### src/rtl/riscv_pkg.sv
// Shared RV32I core definitions: data width, canonical NOP, default reset PC
// and the layout of one prefetch-buffer entry.
package riscv_pkg;

    localparam int XLEN = 32;

    localparam logic [XLEN-1:0] NOP_INSTR        = 32'h0000_0013;
    localparam logic [XLEN-1:0] RESET_PC_DEFAULT = 32'h0000_0000;

    typedef struct packed {
        logic [XLEN-1:0] pc;
        logic [XLEN-1:0] instr;
    } fetch_entry_t;

    function automatic logic [XLEN-1:0] pc_plus4(input logic [XLEN-1:0] pc);
        return pc + 32'd4;
    endfunction

endpackage

### src/rtl/fetch_fifo.sv
// Prefetch buffer holding {PC, instruction} pairs between instruction memory
// and the IF/ID register; clear takes priority over push and pop.
module fetch_fifo
    import riscv_pkg::*;
#(
    parameter int DEPTH = 2
) (
    input  logic                   clk,
    input  logic                   rst,
    input  logic                   push,
    input  fetch_entry_t           push_data,
    input  logic                   pop,
    input  logic                   clear,
    output fetch_entry_t           head,
    output logic [$clog2(DEPTH):0] count,
    output logic                   empty,
    output logic                   full
);

    localparam int PTR_W = $clog2(DEPTH);
    localparam int CNT_W = PTR_W + 1;

    fetch_entry_t     mem [DEPTH];
    logic [PTR_W-1:0] rd_ptr;
    logic [PTR_W-1:0] wr_ptr;
    logic             do_push;
    logic             do_pop;

    assign empty   = (count == '0);
    assign full    = (count == CNT_W'(DEPTH));
    assign do_pop  = pop && !empty;
    assign do_push = push && !full;
    assign head    = mem[rd_ptr];

    always_ff @(posedge clk) begin
        if (rst || clear) begin
            rd_ptr <= '0;
            wr_ptr <= '0;
            count  <= '0;
        end else begin
            if (do_push) wr_ptr <= wr_ptr + PTR_W'(1);
            if (do_pop)  rd_ptr <= rd_ptr + PTR_W'(1);
            count <= count + CNT_W'(do_push) - CNT_W'(do_pop);
        end
    end

    // NOTE: the storage array has no reset; count gates every read, so stale
    // entries are never observed and the array can map onto plain RAM/flops.
    always_ff @(posedge clk) begin
        if (do_push && !clear) mem[wr_ptr] <= push_data;
    end

endmodule

### src/rtl/fetch_stage.sv
// RV32I IF stage plus IF/ID register: pipelined imem requests, prefetch FIFO,
// redirect drop counting. Optional macro: FETCH_MISALIGN_CHECK_EN.
module fetch_stage
    import riscv_pkg::*;
#(
    parameter int              FIFO_DEPTH      = 2,
    parameter int              MAX_OUTSTANDING = 2,
    parameter logic [XLEN-1:0] RESET_PC        = RESET_PC_DEFAULT
) (
    input  logic            CLK,
    input  logic            RST,
    input  logic            StallF,
    input  logic            StallD,
    input  logic            FlushD,
    input  logic            PCSrcE,
    input  logic [XLEN-1:0] PCTargetE,
    output logic            ImemReq,
    output logic [XLEN-1:0] ImemAddr,
    input  logic            ImemGnt,
    input  logic            ImemRvalid,
    input  logic [XLEN-1:0] ImemRdata,
    output logic [XLEN-1:0] InstrD,
    output logic [XLEN-1:0] PCD,
    output logic [XLEN-1:0] PCPlus4D,
    output logic            ValidD
`ifdef FETCH_MISALIGN_CHECK_EN
    ,
    output logic            InstrMisalignD
`endif
);

    localparam int CNT_W = $clog2(FIFO_DEPTH) + 1;

    logic [XLEN-1:0]  pc;
    logic [XLEN-1:0]  resp_pc;
    logic [XLEN-1:0]  target_pc;
    logic [CNT_W-1:0] outstanding;
    logic [CNT_W-1:0] outstanding_next;
    logic [CNT_W-1:0] drop;
    logic [CNT_W-1:0] fifo_count;
    logic             fifo_empty;
    logic             fifo_full;
    fetch_entry_t     fifo_head;
    fetch_entry_t     push_entry;
    logic             misalign_flag;
    logic             handshake;
    logic             keep;
    logic             issue_ok;
    logic             load_d;
    logic             push;
    logic             pop;
    logic             bypass;

    // Requests are throttled so every granted word is guaranteed a FIFO slot.
    assign issue_ok = (({1'b0, outstanding} + {1'b0, fifo_count}) < (CNT_W+1)'(FIFO_DEPTH))
                   && (outstanding < CNT_W'(MAX_OUTSTANDING));
    assign ImemReq  = !RST && !PCSrcE && !StallF && !misalign_flag && issue_ok;
    assign ImemAddr = pc;

    assign handshake        = ImemReq && ImemGnt;
    assign outstanding_next = outstanding + CNT_W'(handshake) - CNT_W'(ImemRvalid);
    assign keep             = ImemRvalid && (drop == '0) && !PCSrcE;
    assign load_d           = !RST && !FlushD && !StallD && !misalign_flag;
    assign push_entry       = '{pc: resp_pc, instr: ImemRdata};

    // NOTE: every output of this block gets a default first, so no path can
    // leave one unassigned and infer a latch.
    always_comb begin
        pop    = 1'b0;
        bypass = 1'b0;
        push   = 1'b0;
        if (load_d && !fifo_empty) begin
            pop = 1'b1;
        end else if (load_d && keep) begin
            bypass = 1'b1;
        end
        if (keep && !bypass) begin
            push = 1'b1;
        end
    end

    fetch_fifo #(
        .DEPTH (FIFO_DEPTH)
    ) u_fifo (
        .clk       (CLK),
        .rst       (RST),
        .push      (push),
        .push_data (push_entry),
        .pop       (pop),
        .clear     (PCSrcE),
        .head      (fifo_head),
        .count     (fifo_count),
        .empty     (fifo_empty),
        .full      (fifo_full)
    );

    // NOTE: state registers use non-blocking assignments so every flop samples
    // the pre-edge values regardless of statement order.
    always_ff @(posedge CLK) begin
        if (RST) begin
            pc          <= RESET_PC;
            resp_pc     <= RESET_PC;
            outstanding <= '0;
            drop        <= '0;
        end else begin
            outstanding <= outstanding_next;
            if (PCSrcE) begin
                pc      <= target_pc;
                resp_pc <= target_pc;
                drop    <= outstanding_next;
            end else begin
                if (handshake)                   pc      <= pc_plus4(pc);
                if (keep)                        resp_pc <= pc_plus4(resp_pc);
                if (ImemRvalid && drop != '0)    drop    <= drop - CNT_W'(1);
            end
        end
    end

    always_ff @(posedge CLK) begin
        if (RST) begin
            InstrD   <= NOP_INSTR;
            PCD      <= '0;
            PCPlus4D <= 32'd4;
            ValidD   <= 1'b0;
        end else if (FlushD) begin
            InstrD <= NOP_INSTR;
            ValidD <= 1'b0;
        end else if (!StallD) begin
            if (misalign_flag) begin
                InstrD   <= NOP_INSTR;
                PCD      <= pc;
                PCPlus4D <= pc_plus4(pc);
                ValidD   <= 1'b0;
            end else if (pop) begin
                InstrD   <= fifo_head.instr;
                PCD      <= fifo_head.pc;
                PCPlus4D <= pc_plus4(fifo_head.pc);
                ValidD   <= 1'b1;
            end else if (bypass) begin
                InstrD   <= ImemRdata;
                PCD      <= resp_pc;
                PCPlus4D <= pc_plus4(resp_pc);
                ValidD   <= 1'b1;
            end else begin
                InstrD <= NOP_INSTR;
                ValidD <= 1'b0;
            end
        end
    end

`ifdef FETCH_MISALIGN_CHECK_EN
    // The PC freezes at the misaligned target while the flag blocks issue.
    assign target_pc = PCTargetE;

    always_ff @(posedge CLK) begin
        if (RST) begin
            misalign_flag  <= 1'b0;
            InstrMisalignD <= 1'b0;
        end else begin
            if (PCSrcE) misalign_flag <= (PCTargetE[1:0] != 2'b00);
            if (FlushD) begin
                InstrMisalignD <= 1'b0;
            end else if (!StallD) begin
                InstrMisalignD <= misalign_flag;
            end
        end
    end
`else
    assign target_pc     = PCTargetE & 32'hFFFF_FFFC;
    assign misalign_flag = 1'b0;
`endif

    assert property (@(posedge CLK) disable iff (RST) !(push && fifo_full && !PCSrcE))
        else $error("prefetch FIFO overflow");

endmodule
### config.mk
export PLATFORM = sky130hd
export DESIGN_NAME = fetch_stage
export DESIGN_NICKNAME = d
export VERILOG_FILES = /design/src/rtl/riscv_pkg.sv /design/src/rtl/fetch_fifo.sv /design/src/rtl/fetch_stage.sv
export SDC_FILE = /design/constraint.sdc
export NUM_CORES = 1
export LEC_CHECK = 0
export BUFFER_PORTS_ARGS = -buffer_cell sky130_fd_sc_hd__buf_2
export CELL_PAD_IN_SITES_DETAIL_PLACEMENT = 1
export CELL_PAD_IN_SITES_GLOBAL_PLACEMENT = 2
export CORE_MARGIN = 4
export CORE_UTILIZATION = 37
export DETAILED_ROUTE_END_ITERATION = 7
export PLACE_DENSITY = 0.78
export SLEW_MARGIN = 30
export SYNTH_ARGS = -nofsm -noshare
export SYNTH_HDL_FRONTEND = slang
export SYNTH_SLANG_ARGS = --single-unit
### constraint.sdc
create_clock -name CLK -period 10.8 [get_ports CLK]
set_input_delay 1.62 -clock CLK [delete_from_list [all_inputs] [get_ports CLK]]
set_output_delay 1.62 -clock CLK [all_outputs]
set_load 0.03 [all_outputs]
Yosys cells after proc, flatten, opt, wreduce, memory -nomap -nowiden

Memories as Yosys holds them, arrays and structs flattened. A register that Yosys moved wholly into a read port is not among the register bits.
Cells that the tools add are included.

Memories: 1
Bits of input ports: 72
Flip-flop bits (word level): 169
Output and inout bits: 130
Logic and storage cells: 87
RAM bits: 128

Memories:

| memory     | depth | bits a word | read ports | clocked after Yosys merged registers in | wr ports | line             | RTL |
|---|---|---|---|---|---|---|---|
| u_fifo.mem | 2     | 64          | 1          | 1                                       | 1        | fetch_fifo.sv:23 | `fetch_entry_t mem [DEPTH];` |

Add/sub/neg operators: 11
Reductions and logical operators: 35
Order comparisons: 2
Bitwise gates (word level): 2
Muxes and demuxes: 22
Equal/unequal tests: 1

Operator list:

| cell                    | count |
|---|---|
| $mux W32                | 10 |
| $add A32 B3 Y32 const B | 3 |
| $logic_and A1 B1 Y1     | 16 |
| $mux W1                 | 10 |
| $reduce_bool A2 Y1      | 5 |
| $logic_not A1 Y1        | 8 |
| $add A2 B1 Y2           | 2 |
| $logic_not A2 Y1        | 2 |
| $mux W2                 | 2 |
| $reduce_or A2 Y1        | 2 |
| $sub A2 B1 Y2           | 2 |
| $add A2 B2 Y3           | 1 |
| $lt A3 B2 Y1 const B    | 1 |
| $reduce_and A3 Y1       | 1 |
| $add A1 B1 Y1 const B   | 2 |
| $eq A2 B2 Y1 const B    | 1 |
| $lt A2 B2 Y1 const B    | 1 |
| $not A1 Y1              | 2 |
| $sub A2 B1 Y2 const B   | 1 |
| $logic_or A1 B1 Y1      | 1 |

Depth between registers and ports, before layout

Gate-level depths: netlist of run 1.

Depth in word-level cells: 13
Gate-level depth with buffers: 15

By module

A second synthesis of run 1 with hierarchy kept.

Cells, all modules: 1290
Area total of the unflattened synthesis: 13733.2 sq um

Modules (own cells, without submodules):

| module      | instances | sequential area each (sq um) | cells each | area an instance (sq um) |
|---|---|---|---|---|
| fetch_stage | 1         | 3183.1                       | 1066       | 8558.2 |
| fetch_fifo  | 1         | 3943.8                       | 224        | 5175.0 |

Least setup slack after synthesis of run 1

No wires, ideal clock.

Kind: in2reg
Start point: in StallD
End point: mem u_fifo.mem[0][0] (netlist name) (enable)
Cell stages on the path: 5
Path slack: 2.149 ns
Arrival: 8.015 ns
Data required time: 10.165 ns
Cell sequence: clkbuf_1 nor3_1 nor2_1 nor2_1 nor4_1

Word-level cells in the longest chain between the ends: 12
Elaborated cells on any way between the ends: 13
Those cells by class: mux: 5; reduce/logical: 8

RTL lines:

| what                            | line              | RTL |
|---|---|---|
| start: declaration              | fetch_stage.sv:13 | `input logic StallD,` |
| $logic_not A1 Y1 *              | -                 |  |
| $logic_and A1 B1 Y1 *           | fetch_stage.sv:63 | `assign load_d = !RST && !FlushD && !StallD && !misalign_flag;` |
| $logic_and A1 B1 Y1             | fetch_stage.sv:74 | `end else if (load_d && keep) begin` |
| $mux W1                         | fetch_stage.sv:74 |  |
| $mux W1 *                       | fetch_stage.sv:72 | `if (load_d && !fifo_empty) begin` |
| $logic_not A1 Y1 *              | fetch_stage.sv:77 | `if (keep && !bypass) begin` |
| $logic_and A1 B1 Y1 *           | fetch_stage.sv:77 |  |
| $mux W1 *                       | fetch_stage.sv:77 |  |
| $logic_and A1 B1 Y1 *           | fetch_fifo.sv:32  | `assign do_push = push && !full;` |
| $logic_and A1 B1 Y1 *           | fetch_fifo.sv:50  | `if (do_push && !clear) mem[wr_ptr] <= push_data;` |
| $mux W1 *                       | fetch_fifo.sv:50  |  |
| $mux W1 (implied by the code) * | fetch_fifo.sv:50  |  |
| end: declaration                | fetch_fifo.sv:23  |  |

Every way passes the cells marked *; elsewhere a longest branch is shown, timed or not.

Worst setup path after layout of run 1

Start point: in PCSrcE
End point: out ImemReq

Word-level cells in the longest chain between the ends: 4

RTL lines:

| what                              | line              | RTL |
|---|---|---|
| start: declaration                | fetch_stage.sv:15 | `input logic PCSrcE,` |
| $logic_not A1 Y1                  | fetch_stage.sv:57 | `assign ImemReq = !RST && !PCSrcE && !StallF && !misalign_flag && issue_ok;` |
| $logic_and A1 B1 Y1 (3 in series) | fetch_stage.sv:57 |  |
| end: declaration                  | fetch_stage.sv:17 | `output logic ImemReq,` |

Every way passes these cells.

==> impl_metrics.toml, run 1 <==
[outcome]
status = "finished clean"

[layout]
nets = 1525
fin_cells = 1931
fin_util = 0.441
drive_above_1_share = 0.239
area_delta_synth_final_pct = 17.3
diodes = 0
fin_area_mm2 = 0.0157

[worst_setup_path]
worstPathArrival_ps = 2990
required_ps = 9180
end_kind = "output port"
worst_path_most_repeated_cell = "buf_2"
slowest_delay_ps = 500
criticalPathCategory = "input port to output port"
cp_num_buf_inv = 3
worst_path_max_delay_cell = "or2_1"
critPathLaunchType = "input port"
cp_max_fo = 50
critPathTopFamily = "buffers and inverters"
path_cells = "buf_2, buf_4, or2_1, nor2_1, buf_2"

[place]
gp_congestion = 0.813
numPortBuffers = 193
place_ws_ps = 5790
dpl_cell_area_mm2 = 0.0146
dp_cells = 1869
hpwl_mm = 27.6

[worst_hold_path]
hold_class = "flip-flop to flip-flop"

[global_routing]
grt_overflow_total = 0
met3_usage = 0.0339
grt_pass1_wl_mm = 63.5
antenna_found_initial = 0
grt_usage = 0.204
grt.busiest_layer = "met2"
grt_max_degree = 71
use_met1 = 0.293
met2_usage = 0.323
grt_pass1_vias = 10700

[power_and_ir_drop]
power_frac_seq = 0.478
p_sw_uw = 637
p_int_mw = 1.91
power.density_mw_per_mm2 = 162
switching_share = 0.250
p_comb_frac = 0.084
p_leak_nw = 5.85
p_clk_frac = 0.439
total_power_mw = 2.54
ir_drop_mv = 0.102

[routing]
wl_per_cell_um = 21.3
wl_mm = 41.1
antenna_left = 0
vias_per_cell = 5.47
num_vias = 10600
dr.pass1.iters = 5
drcViolationCount = 0
first_iter_violations = 668

[clock_tree]
htreeDepth = 2
cts_buffers = 34
worstSkewPairLatency_ps = 530
cts_resized = 0
holdBufCountCts = 0
clkSlewWorstSetupHoldPaths_ps = 60
clock_sinks = 286
cts_buffer_depth = 3
cts_tree = "done"
clockRootBuffer = "clkbuf_16"
postCtsSetupBuffers = 0

[sta]
fin_ws_ps = 6190
rsz0062_at_grt = "no"
setup_viol = 0
fin_skew_ps = 19.2
min_period_ps = 4610
holdWs_ps = 483
timing.final.crit_share = 0.427
slew_viol_final = 0
hold_violations = 0
fmax_mhz = 217
setup_tns_ps = 0
relSlewSlack = 0.392
worst_pin_slew_ps = 907

[synthesis]
synth_top_area_cell = "edfxtp_1"
ys_top_cells_by_count = "dfxtp_1 (162), nand2_1 (142), nor2_1 (131), edfxtp_1 (124), xnor2_1 (60)"
synth_edf_count = 124
synthCells = 1290
seq_area_frac_synth = 0.519
async_flop_share = 0
ys.flop_type = "dfxtp_1"
synth.area.top_cells = "edfxtp_1 (28%), dfxtp_1 (24%), mux2_2 (4.6%)"
synth_most_common_cell = "dfxtp_1"
synth.avg_cell_area_um2 = 10.4
synth.top_cell.area_share = 0.278
synth_seq_cells = 286
yosysWarnings = 0
ys_types = 78
synth_area_mm2 = 0.0134

[floorplanning]
initial_core_util = 0.376
die_area_mm2 = 0.0394
ios = 202
die_y_um = 198
fp.dieW_um = 198
fp.coreArea_mm2 = 0.0357
rows = 69

[run]
maxCapViolations = 0
==> metal layers <==
| metal | wire [um] | vias to the layer above | share of wire |
|---|---|---|---|
| met1 | 19800 | 5263 | 0.48 |
| met3 | 1950 | 48 | 0.048 |
| li1 | - | 5010 | - |
| met5 | 0 | - | 0 |
| met2 | 18600 | 241 | 0.45 |
| met4 | 776 | 0 | 0.019 |
==> placed cells by master (no fill, tap or decap), drive strengths merged, types with 13 or more instances in the layout <==
cell / netlist / layout
xnor2: 60 / 60
a222oi: 29 / 29
edfxtp: 124 / 124
nand3: 48 / 48
a311oi: 14 / 14
buf: 42 / 206
a211oi: 26 / 26
nand4: 30 / 30
a21boi: 13 / 13
nor2: 131 / 131
o21ai: 38 / 38
a21oi: 57 / 57
inv: 20 / 23
clkbuf: 51 / 47
xor2: 30 / 30
mux2i: 27 / 27
mux2: 55 / 55
and3: 28 / 28
nand2: 143 / 143
dfxtp: 162 / 162
o22ai: 16 / 16
nor3: 27 / 27
==> final cells by class <==
type                       instances  area [um2]
tap                              461         577
clock buffer                      47         980
fill                            4003       19900
clock inverter                    15         119
inverter                          21        78.8
timing repair buffer             206        1070
sequential                       286        6970
multi-input combinational        895        5940
==> logic make-up (layout without fill, tap and decap cells) <==
| logic type | after synthesis | after routing | synth area share |
|---|---|---|---|
| AO/OA/AOI/OAI | 237 | 237 | 0.125 |
| XOR/XNOR | 90 | 90 | 0.0588 |
| adder cells (fa/ha/maj) | 9 | 9 | 0.00896 |
| buffers and inverters | 114 | 289 | 0.0402 |
| flip-flops | 286 | 286 | 0.519 |
| multiplexers | 82 | 82 | 0.0666 |
| other | 1 | 6 | 0.000280 |
| AND/OR/NAND/NOR | 471 | 471 | 0.180 |
==> final timing paths <==
path	start	slack, ps	cells past startpoint	endpoint
worst max-delay path	PCSrcE	6190	5	ImemReq
worst min-delay path	PCD[14]	480	2	PCD[14]
worst max register to register	u_fifo.count[0]	6740	12	drop[1]
worst min register to register	PCD[14]	480	2	PCD[14]
==> sequential cells by signal, summed over array words and instances, names as in the netlist, 2 cells and up, named ones only <==
| register | flops |
|---|---|
| drop | 2 |
| PCPlus4D | 30 |
| InstrD | 32 |
| u_fifo.count | 2 |
| ImemAddr | 30 |
| outstanding | 2 |
| PCD | 30 |
| u_fifo.mem | 124 |
| resp_pc | 30 |
==> worst register-to-register path: stages (launching register included) <==
cell	delay, ps
dfxtp_1	510
and2_1	200
fa_1	420
or4_4	570
nor3_2	680
inv_1	500
ha_1	440
inv_1	40
ha_1	180
xnor2_1	160
nor2_1	70
nand2_1	100
o21ai_0	70
==> power by group through the flow <==
stage,registers (mW),clock network (mW),logic [mW]
6_report,1.22,1.12,0.214
5_1_grt,1.22,1.20,0.234
4_1_cts,1.21,1.15,0.216
3_5_place_dp,1.24,0,0.214
3_3_place_gp,1.24,0,0.210
2_1_floorplan,1.25,0,0.126
Note: power is estimated with default switching activity, not from simulation.
==> inputs of run 2 (changes only) <==
--- a/config.mk
+++ b/config.mk
@@ -9,9 +9,9 @@
 export CELL_PAD_IN_SITES_DETAIL_PLACEMENT = 1
 export CELL_PAD_IN_SITES_GLOBAL_PLACEMENT = 2
 export CORE_MARGIN = 4
-export CORE_UTILIZATION = 37
+export CORE_UTILIZATION = 33
 export DETAILED_ROUTE_END_ITERATION = 7
-export PLACE_DENSITY = 0.78
+export PLACE_DENSITY = 0.73
 export SLEW_MARGIN = 30
 export SYNTH_ARGS = -nofsm -noshare
 export SYNTH_HDL_FRONTEND = slang
==> constraint.sdc (replaced) <==
create_clock -name CLK -period 4.2 [get_ports CLK]
set_input_delay 0.63 -clock CLK [delete_from_list [all_inputs] [get_ports CLK]]
set_output_delay 0.63 -clock CLK [all_outputs]
set_load 0.03 [all_outputs]
==> run 2 against run 1 <==
  * Utilization is 4.1 points lower
  * Register-to-register slack worse by 6000 ps
  * Critical path depth is 8 higher
  * Via count is 0.81% higher
  * Routed wire length is 4.7% higher
  * Non-clock buffer count is 10 higher
==> impl_metrics.toml, run 2 (synthesized netlist as in run 1, its figures left out) <==
[outcome]
status = "finished clean"

[place]
numPortBuffers = 193
dp_cells = 1943
dpl_cell_area_mm2 = 0.0148
place_ws_ps = 792
hpwl_mm = 30.1
gp_congestion = 0.825

[floorplanning]
initial_core_util = 0.336
fp.dieW_um = 210
ios = 202
rows = 73
die_y_um = 210
die_area_mm2 = 0.0439
fp.coreArea_mm2 = 0.0399

[worst_hold_path]
hold_class = "input port to flip-flop"
hold_start = "ImemRdata[3]"

[global_routing]
grt_max_degree = 87
grt_overflow_total = 0
antenna_found_initial = 1
grt_pass1_wl_mm = 66.2
grt_usage = 0.190
grt_pass1_vias = 10900

[worst_setup_path]
cp_num_buf_inv = 3
slowest_delay_ps = 570
cp_max_fo = 14
required_ps = 4610
cp.depth = 13
critPathTopFamily = "simple AND/OR/NAND/NOR gates"
rr_worst_depth = 13
timing.rr.start = "u_fifo.count[0]"
end_kind = "flip-flop"
cp-startpoint = "u_fifo.count[0]"
criticalPathCategory = "flip-flop to flip-flop"
critPathLaunchType = "flip-flop"
endpoint = "drop[1]"
rr_endpoint = "drop[1]"
worstPathArrival_ps = 3830
path_cells = "and2_1, fa_1, or4_4, nor3_2, buf_4, inv_1, ha_1, inv_1, ha_1, xnor2_1, nor2_1, nand2_1, o21ai_0"
worst_path_max_delay_cell = "or4_4"
rrSetupSlack_ps = 780

[power_and_ir_drop]
p_clk_frac = 0.448
switching_share = 0.252
power_frac_seq = 0.468
p_int_mw = 5.00
ir_drop_mv = 0.226
p_sw_mw = 1.68
power.density_mw_per_mm2 = 418
p_leak_nw = 5.92
p_comb_frac = 0.084

[routing]
drcViolationCount = 0
antenna_left = 0
wl_mm = 43.0
dr.pass1.iters = 7
wl_per_cell_um = 21.4
num_vias = 10600
first_iter_violations = 876
vias_per_cell = 5.31

[layout]
final_cell_mix = "buf_2 (192), dfxtp_1 (161), nand2_1 (142)"
top_register = "u_fifo.mem"
fin_area_mm2 = 0.0160
fin_cells = 2006
multiInputGateArea_mm2 = 0.00595
final_common_cell = "buf_2"
nets = 1536
area_delta_synth_final_pct = 19.1
seq_area_mm2 = 0.00697
reg.largest.list = "u_fifo.mem x124, InstrD x32"
drive_above_1_share = 0.243
largest_reg_flops = 124
fillers = 4480

[run]
maxCapViolations = 0

[sta]
rsz0062_at_grt = "no"
min_period_ps = 3420
relSlewSlack = 0.386
fin_skew_ps = 17.8
hold_violations = 0
slew_viol_final = 0
fin_ws_ps = 780
timing.final.crit_share = 0.814
fmax_mhz = 292
setup_viol = 0
setup_tns_ps = 0
worst_pin_slew_ps = 918

[clock_tree]
worstSkewPairLatency_ps = 550
clockRootBuffer = "clkbuf_16"
cts_buffer_depth = 3
clkSlewWorstSetupHoldPaths_ps = 60
clock_sinks = 286
cts_tree = "done"
cts_buffers = 35
postCtsSetupBuffers = 0
cts_resized = 0
holdBufCountCts = 0
htreeDepth = 2
-- run 2: worst register-to-register path: stages (launching register included) --
cell     delay, ps
dfxtp_1        530
and2_1         200
fa_1           420
or4_4          570
nor3_2         130
buf_4          220
inv_1          250
ha_1           370
inv_1           40
ha_1           180
xnor2_1        150
nor2_1          70
nand2_1         80
o21ai_0         70
-- run 2: area by class of cell --
| class | instances | area share |
|---|---|---|
| Tap cell | 525 | 0.0411 |
| Sequential cell | 286 | 0.436 |
| Antenna cell | 1 | 0.000157 |
| Clock inverter | 18 | 0.0111 |
| Timing Repair Buffer | 216 | 0.0746 |
| Multi-Input combinational cell | 895 | 0.372 |
| Clock buffer | 44 | 0.0595 |
| Inverter | 21 | 0.00493 |
-- run 2: how the worst min path moves through the flow --
stage | to | slack [ps] | depth (start not counted)
finish | u_fifo.mem[1][3] | 300 | 1
global route | u_fifo.mem[0][19] | 270 | 1
CTS | u_fifo.mem[1][15] | 260 | 1
detailed placement | PCD[10] | 480 | 2
global placement | PCD[13] | 470 | 2
floorplan | u_fifo.mem[0][36] | 420 | 0
-- run 2: power by group through the flow --
stage          Sequential [mW]  Combinational (mW)  Clock, mW
2_1_floorplan             3.20               0.326          0
5_1_grt                   3.14               0.618       3.19
4_1_cts                   3.13               0.570       3.08
3_5_place_dp              3.18               0.566          0
6_report                  3.13               0.563       2.99
3_3_place_gp              3.18               0.558          0
-- run 2: stage by stage --
step,utilization,power [mW],hold WS [ps]
after floorplan,-,3.53,420
after global placement,0.372,3.74,472
final,0.400,6.68,295
after CTS,0.400,6.77,257
after detailed placement,0.372,3.75,478
after global routing,0.400,6.95,273
-- run 2: per-layer routing --
layer | global-route usage | routed length [um]
met3 | 0.0339 | 2180
met5 | 0 | 0
met2 | 0.292 | 19100
met1 | 0.274 | 20800
met4 | 0.0576 | 916
==> inputs of run 3 (changes only) <==
--- a/config.mk
+++ b/config.mk
@@ -9,9 +9,9 @@
 export CELL_PAD_IN_SITES_DETAIL_PLACEMENT = 1
 export CELL_PAD_IN_SITES_GLOBAL_PLACEMENT = 2
 export CORE_MARGIN = 4
-export CORE_UTILIZATION = 33
+export CORE_UTILIZATION = 37
 export DETAILED_ROUTE_END_ITERATION = 7
-export PLACE_DENSITY = 0.73
+export PLACE_DENSITY = 0.78
 export SLEW_MARGIN = 30
 export SYNTH_ARGS = -nofsm -noshare
 export SYNTH_HDL_FRONTEND = slang
==> constraint.sdc (replaced) <==
create_clock -name CLK -period 3.3 [get_ports CLK]
set_input_delay 0.495 -clock CLK [delete_from_list [all_inputs] [get_ports CLK]]
set_output_delay 0.495 -clock CLK [all_outputs]
set_load 0.03 [all_outputs]
==> run 3 against run 2 <==
  * Hold slack lost 120 ps
  * Clock skew grew 4.2 ps
  * Critical path depth shrank 4
  * Via count shrank 0.69%
  * Clock power grew 23%
  * Final cell count shrank 2.4%
  * Routed wire length shrank 4.3%
  * Non-clock buffer count grew 14
  * Utilization grew 4.8 points
  * Sequential power grew 27%
  * Register-to-register slack lost 340 ps
  * Die area shrank 10%
  * Critical path type unchanged
==> impl_metrics.toml, run 3 (synthesized netlist as in run 1, its figures left out) <==
[worst_setup_path]
required_ps = 3670
path_cells = "mux2i_1, inv_1, ha_1, nand4_1, a221oi_4, nand3_1, xor2_1, nor2_1, a2111oi_0"
rrSetupSlack_ps = 440
slowest_delay_ps = 490
endpoint = "PCPlus4D[18]"
end_kind = "flip-flop"
worst_path_max_delay_cell = "dfxtp_4"
critPathLaunchType = "flip-flop"
rr_worst_depth = 9
rr_endpoint = "PCPlus4D[18]"
cp_max_fo = 15
worstPathArrival_ps = 3230
criticalPathCategory = "flip-flop to flip-flop"

[outcome]
status = "finished clean"

[routing]
drcViolationCount = 0
vias_per_cell = 5.40
num_vias = 10600
wl_mm = 41.2
first_iter_violations = 751
antenna_left = 0
dr.pass1.iters = 5
wl_per_cell_um = 21.0

[clock_tree]
clock_sinks = 286
cts_resized = 0
worstSkewPairLatency_ps = 520
htreeDepth = 2
cts_buffers = 35
cts_buffer_depth = 3
cts_tree = "done"
clockRootBuffer = "clkbuf_16"
holdBufCountCts = 0
postCtsSetupBuffers = 0
clkSlewWorstSetupHoldPaths_ps = 60

[layout]
drive_above_1_share = 0.251
top_register = "u_fifo.mem"
final_common_cell = "buf_2"
seq_area_mm2 = 0.00697
reg.largest.list = "u_fifo.mem x124, InstrD x32"
diodes = 0
nets = 1550
fin_cells = 1957
final_cell_mix = "buf_2 (192), dfxtp_1 (161), nand2_1 (142)"
fillers = 4011
largest_reg_flops = 124
multiInputGateArea_mm2 = 0.00596
area_delta_synth_final_pct = 19.3

[floorplanning]
initial_core_util = 0.376
fp.dieW_um = 198
fp.coreArea_mm2 = 0.0357
die_area_mm2 = 0.0394
rows = 69
die_y_um = 198
ios = 202

[place]
gp_congestion = 0.824
hpwl_mm = 29.0
dp_cells = 1893
place_ws_ps = 431
numPortBuffers = 193

[worst_hold_path]
hold_class = "input port to flip-flop"

[sta]
hold_violations = 0
worst_pin_slew_ps = 724
slew_viol_final = 0
min_period_ps = 2860
fmax_mhz = 350
relSlewSlack = 0.517
setup_viol = 0
fin_skew_ps = 22.0
timing.final.crit_share = 0.865
rsz0062_at_grt = "no"
fin_ws_ps = 444

[power_and_ir_drop]
p_leak_nw = 5.98
p_int_mw = 6.30
power.density_mw_per_mm2 = 524
p_clk_frac = 0.439
power_frac_seq = 0.474
ir_drop_mv = 0.406
total_power_mw = 8.38
switching_share = 0.248
p_comb_frac = 0.087
p_sw_mw = 2.08

[run]
maxCapViolations = 0

[global_routing]
antenna_found_initial = 0
grt_overflow_total = 0
grt_max_degree = 85
grt_pass1_vias = 11000
grt_usage = 0.205
grt_pass1_wl_mm = 64.3
## run 3: cell type report
| type | count | share of cell area |
|---|---|---|
| clock buffer | 52 | 0.0631 |
| clock inverter | 12 | 0.00587 |
| inverter | 21 | 0.00493 |
| multi-input combinational | 895 | 0.373 |
| sequential | 286 | 0.436 |
| tap | 461 | 0.0361 |
| timing repair buffer | 230 | 0.0818 |
## run 3: power by group through the flow
stage	sequential [mW]	clock (mW)	combinational [mW]
detailed placement	4.04	0	0.733
global placement	4.04	0	0.720
CTS	3.97	3.77	0.738
floorplan	4.07	0	0.420
finish	3.97	3.67	0.729
global route	3.99	3.91	0.801
## run 3: layer usage
layer | track usage | part of all wire | wire, um | vias up
li1 | - | - | - | 5066
met1 | 0.297 | 0.47 | 19400 | 5179
met2 | 0.331 | 0.46 | 18900 | 285
met3 | 0.0296 | 0.053 | 2200 | 44
met4 | 0.0418 | 0.015 | 628 | 0
met5 | 0 | 0 | 0 | -
## run 3: worst min-delay path by stage
stage                             from           endpoint  slack (ps)  cells after the start
final                     ImemRdata[2]   u_fifo.mem[0][2]         180                      1
after global routing      ImemRdata[6]   u_fifo.mem[0][6]         170                      1
after CTS                 ImemRdata[2]   u_fifo.mem[0][2]         160                      1
after detailed placement       PCD[24]            PCD[24]         470                      2
after global placement         PCD[25]            PCD[25]         470                      2
after floorplan             resp_pc[4]  u_fifo.mem[0][36]         420                      0
## run 3: metrics by stage
step / area, um2 / setup TNS, ps / hold slack [ps] / util
after floorplan: 13500 / -4550 / 420 / -
after global placement: 14900 / 0 / 468 / 0.418
after detailed placement: 14900 / 0 / 472 / 0.418
after CTS: 16000 / 0 / 160 / 0.449
after global routing: 16000 / 0 / 166 / 0.449
final: 16000 / 0 / 179 / 0.449
## run 3: worst max-delay path: cells and delay by family (launching register included)
kind            cells  cell delay, ps
compound gates      2             890
xor+xnor            1             210
fa+ha+maj           1             290
buf+inv             1              80
flops               1             490
mux                 1             160
simple gates        3             570
